===== src/rtl/std_fifo_rd_stream.sv =====
// std_fifo_rd_stream: prefetches words from a latency-1 FIFO into a 2-entry buffer
// and presents them as a registered valid/ready stream with a wrapping beat counter.
module std_fifo_rd_stream #(
  parameter int DATA_WIDTH = 32,
  parameter int CNT_WIDTH  = 16
) (
  input  logic                  clk,
  input  logic                  rst_n,
  output logic                  o_fifo_ren,
  input  logic [DATA_WIDTH-1:0] i_fifo_rdata,
  input  logic                  i_fifo_empty,
  output logic                  o_m_valid,
  output logic [DATA_WIDTH-1:0] o_m_data,
  input  logic                  i_m_ready,
  output logic [1:0]            o_buf_cnt,
  output logic [CNT_WIDTH-1:0]  o_beat_cnt
);
  logic [DATA_WIDTH-1:0] r_head, r_tail;
  logic [1:0]            r_cnt;
  logic                  r_pend, r_run;
  logic                  w_pop;
  logic [1:0]            w_occ;
  assign w_pop      = o_m_valid & i_m_ready;
  // occupancy after this edge, counting the word already in flight
  assign w_occ      = r_cnt + {1'b0, r_pend} - {1'b0, w_pop};
  assign o_fifo_ren = r_run & ~i_fifo_empty & (w_occ <= 2'd1);
  assign o_m_valid  = r_cnt != 2'd0;
  assign o_m_data   = r_head;
  assign o_buf_cnt  = r_cnt;
  always_ff @(posedge clk or negedge rst_n)
    if (!rst_n) begin
      r_head     <= '0;
      r_tail     <= '0;
      r_cnt      <= 2'd0;
      r_pend     <= 1'b0;
      r_run      <= 1'b0;
      o_beat_cnt <= '0;
    end else begin
      r_run  <= 1'b1;
      r_pend <= o_fifo_ren;
      r_cnt  <= w_occ;
      if (w_pop) o_beat_cnt <= o_beat_cnt + CNT_WIDTH'(1);
      if (w_pop && r_cnt == 2'd2) r_head <= r_tail;
      if (r_pend) begin
        if (r_cnt == 2'd0 || (r_cnt == 2'd1 && w_pop)) r_head <= i_fifo_rdata;
        else r_tail <= i_fifo_rdata;
      end
    end
endmodule


===== config.mk =====
export PLATFORM = sky130hd
export DESIGN_NAME = std_fifo_rd_stream
export DESIGN_NICKNAME = d
export VERILOG_FILES = /design/src/rtl/std_fifo_rd_stream.sv
export SDC_FILE = /design/constraint.sdc
export NUM_CORES = 1
export LEC_CHECK = 0
export BUFFER_PORTS_ARGS = -buffer_cell sky130_fd_sc_hd__buf_2
export CORE_ASPECT_RATIO = 1.5
export CORE_MARGIN = 4
export CORE_UTILIZATION = 40
export CTS_BUF_LIST = sky130_fd_sc_hd__clkbuf_8
export DETAILED_ROUTE_END_ITERATION = 6
export GPL_ROUTABILITY_DRIVEN = 0
export SKIP_LAST_GASP = 1
export SYNTH_ARGS = -nofsm -noshare
export SYNTH_HDL_FRONTEND = slang
export SYNTH_SLANG_ARGS = --single-unit
export TNS_END_PERCENT = 5

===== constraint.sdc =====
create_clock -name clk -period 2.75 [get_ports clk]
set_input_delay 0.275 -clock clk [delete_from_list [all_inputs] [get_ports clk]]
set_output_delay 0.275 -clock clk [all_outputs]
set_load 0.005 [all_outputs]

==> run_results.csv <==
group,metric,value,unit
critical_path,rr_startpoint,"o_buf_cnt[0]$_DFF_PN0_",
yosys,yosys.area_share.simple,0.09510,
power_and_ir_drop,p_seq_frac,0.461,
global_route,antenna_found_initial,0,
worst_hold_path,holdPathStages,2,
die,die_h,123.4,microns
worst_hold_path,whs_endpoint,"r_pend$_DFF_PN0_",
global_route,grt_overflow,0,
clocking,cts_max_level,3,
job,maxCapViolations,0,
placed_design,io_buffers,87,
worst_hold_path,holdCritStartpoint,"i_fifo_empty",
global_route,track_usage,0.1425,
sta,period_minus_slack,2.465,ns
yosys,avgSynthCellArea,12.51,sq um
critical_path,r2r_cells,4,
yosys,synth_top_family_by_area,"multiplexers",
sta,rsz0062_at_grt,"no",
power_and_ir_drop,vdd_drop_max,0.4530,mV
yosys,synth_cells,284,
critical_path,cp.arrival,2.19,ns
yosys,yosysSeqAreaShare,0.5918,
power_and_ir_drop,power_density,1033,nW/um^2
outcome,outcome,"completed",
finish,drive_gt1_frac,0.3753,
power_and_ir_drop,swShare,0.3044,
yosys,synth_xor_area_frac,0.04192,
die,dieArea,10480,sq um
die,start_util,0.4171,
finish,nFillCells,819,
critical_path,start_kind,"flip-flop",
die,core_area,8516,sq um
die,fp.dieW,84.95,microns
clocking,numCtsBuffers,9,
power_and_ir_drop,p_leak,2.261,nW
global_route,grt_pass1_wl,11540,microns
die,io_pins,88,
power_and_ir_drop,p_int,3.133,mW
clocking,root_buffer,"clkbuf_8",
routing,routed_wl,7123,microns
power_and_ir_drop,net-switching-power,1.371,mW
finish,diodes,0,
clocking,clock-sinks,84,
sta,fmax,405.7,MHz
yosys,yosysWarnings,0,
worst_hold_path,hp-class,"primary input to flip-flop",
clocking,ctsLongestPathBuffers,2,
sta,slew_violations,0,
critical_path,end_kind,"output pin",
global_route,grt_pass1_vias,2281,
routing,vias_per_cell,4.867,
routing,wl_per_cell,14.60,microns
critical_path,critPathKind,"flip-flop to output pin",
yosys,ys_ff_latch,84,
sta,relSlewSlack,0.5637,
yosys,yosys.area_share.adder,0.007045,
yosys,syn-num-nets,322,
sta,setup_viol,0,
yosys,synth_compound_area_frac,0.05319,
routing,drcViolationCount,0,
yosys,syn-cell-area,3552,sq um
routing,num_vias,2375,
routing,detail_route.iter0.violations,66,
power_and_ir_drop,p_comb_frac,0.313,
finish,final_core_util,0.5119,
global_route,grt_max_degree,65,
critical_path,r2r-end,"r_tail[29]$_DFFE_PN0P_",
routing,drtPass1Iterations,4,
die,std_cell_rows,41,
sta,fin_crit_sh,0.8963,
clocking,cts_tree,"yes",
finish,area_growth,22.72,%
clocking,cts_setup_buffers,0,
yosys,ys_types,30,
sta,clock_skew,0.009950,ns
sta,max_slew.worst_pin.slew,0.6545,ns
power_and_ir_drop,pwr-share-clk,0.226,
finish,nets,414,
routing,ant_nets,0,
critical_path,path_max_fanout,8,
sta,fin_tns_setup,0,ns
placed_design,dp.final_hpwl,4865,microns
clocking,clk_pin_slew,0.08,ns
yosys,synthMuxAreaShare,0.1916,
critical_path,crit_required,2.48,ns
clocking,clkLatencyLatePin,0.35,ns
sta,hold_viol,0,
critical_path,r2r_slack,0.81,ns
-- per-stage QoR --
step	instance area (sq um)	setup slack, ns	std cells	hold slack [ns]	total power [mW]
final	4359	0.2852	488	0.08661	4.504
after global routing	4359	0.02794	488	0.08533	4.849
after CTS	4359	0.2209	488	0.06267	4.591
after detailed placement	4118	0.6125	471	0.3523	3.558
after global placement	4118	0.7188	471	0.3441	3.502
after floorplan	3552	0.8835	284	-0.02059	2.985
-- kinds of logic (layout without fill, tap and decap cells) --
family / after synthesis / after routing
buf+inv: 13 / 110
other cells: 1 / 1
mux: 64 / 64
simple gates: 68 / 68
fa+ha+maj: 2 / 2
xor+xnor: 17 / 17
flops: 84 / 84
compound gates: 35 / 35
-- worst max path at each step --
stage,startpoint,to,slack [ns],depth (start not counted)
2_1_floorplan,o_buf_cnt[1]$_DFF_PN0_,o_fifo_ren,0.88,6
3_3_place_gp,o_buf_cnt[1]$_DFF_PN0_,o_fifo_ren,0.72,7
3_5_place_dp,o_buf_cnt[1]$_DFF_PN0_,o_fifo_ren,0.61,7
4_1_cts,o_buf_cnt[1]$_DFF_PN0_,o_fifo_ren,0.22,7
5_1_grt,o_buf_cnt[1]$_DFF_PN0_,o_fifo_ren,0.03,7
6_report,o_buf_cnt[1]$_DFF_PN0_,o_fifo_ren,0.29,7
-- sequential cells by signal, indices dropped and copies added, names as in the netlist --
signal      count
r_pend          1
r_tail         32
o_beat_cnt     16
o_buf_cnt       2
o_m_data       32
r_run           1
-- area by class of cell --
class,count,area [sq um],area share
sequential,84,2102,0.4822
multi-input combinational,187,1399,0.3209
timing repair buffer,94,493.0,0.1131
tap,107,133.9,0.03071
clock buffer,9,123.9,0.02842
clock inverter,7,107.6,0.02468
-- Yosys cell counts (all sizes together) --
cell / count / area (sq um)
a21oi: 1 / 5.000
ha: 2 / 25.02
and4: 1 / 8.760
nand4: 1 / 6.260
nor4bb: 1 / 10.01
o21ai: 33 / 168.9
nand3: 5 / 25.02
nor2: 3 / 11.26
nand2: 45 / 168.9
or2: 1 / 6.260
nor3b: 2 / 20.02
o2111ai: 1 / 15.01
mux2: 32 / 360.3
nor4: 1 / 12.51
nand3b: 1 / 7.510
conb: 1 / 3.750
nand2b: 1 / 6.260
nor2b: 1 / 6.260
dfrtp: 84 / 2102
mux2i: 32 / 320.3
xnor2: 13 / 113.9
and2: 1 / 6.260
nor4b: 1 / 23.77
and3: 3 / 18.77
xor2: 4 / 35.03
buf: 13 / 65.06
-- power by group through the flow --
stage          registers [mW]  clock network (mW)  logic [mW]
2_1_floorplan            2.08                   0       0.910
3_3_place_gp             2.09                   0        1.41
3_5_place_dp             2.11                   0        1.45
4_1_cts                  2.08                1.05        1.45
5_1_grt                  2.15                1.11        1.59
6_report                 2.08                1.02        1.41
-- repair_timing --
item	4_1_cts	5_1_grt
hold endpoints to repair	49	0
hold buffers	1	0
gates resized for setup	0	0
setup endpoints to repair	0	0
-- metal layers --
layer	track usage	vias to the layer above	wire length (microns)
li1	-	1158	-
met1	0.1784	1151	3062
met2	0.2232	54	3510
met3	0.04733	12	429
met4	0.06535	0	121
met5	0	-	0
-- cell usage in the layout (no fill, tap or decap), types with 2 or more instances in the layout --
cell        n
o21ai_1    30
nand3_1     5
clkinv_2    2
clkbuf_8    9
inv_1       2
ha_1        2
nand2_1    45
dfrtp_1    84
buf_4       7
mux2_1      2
o21ai_0     2
xnor2_1    13
and3_1      3
mux2i_1    32
buf_2      86
bufinv_16   3
xor2_1      4
nor2_1      3
mux2_2     30
-- critical path, stage by stage (launching register included) --
cell and delay [ns]:
dfrtp_1 0.51, or2_2 0.36, nand2_1 0.16, xnor2_1 0.09, ha_1 0.20, xnor2_1 0.14
nor3b_1 0.23, buf_2 0.16
Note: power is estimated with default switching activity, not from simulation.
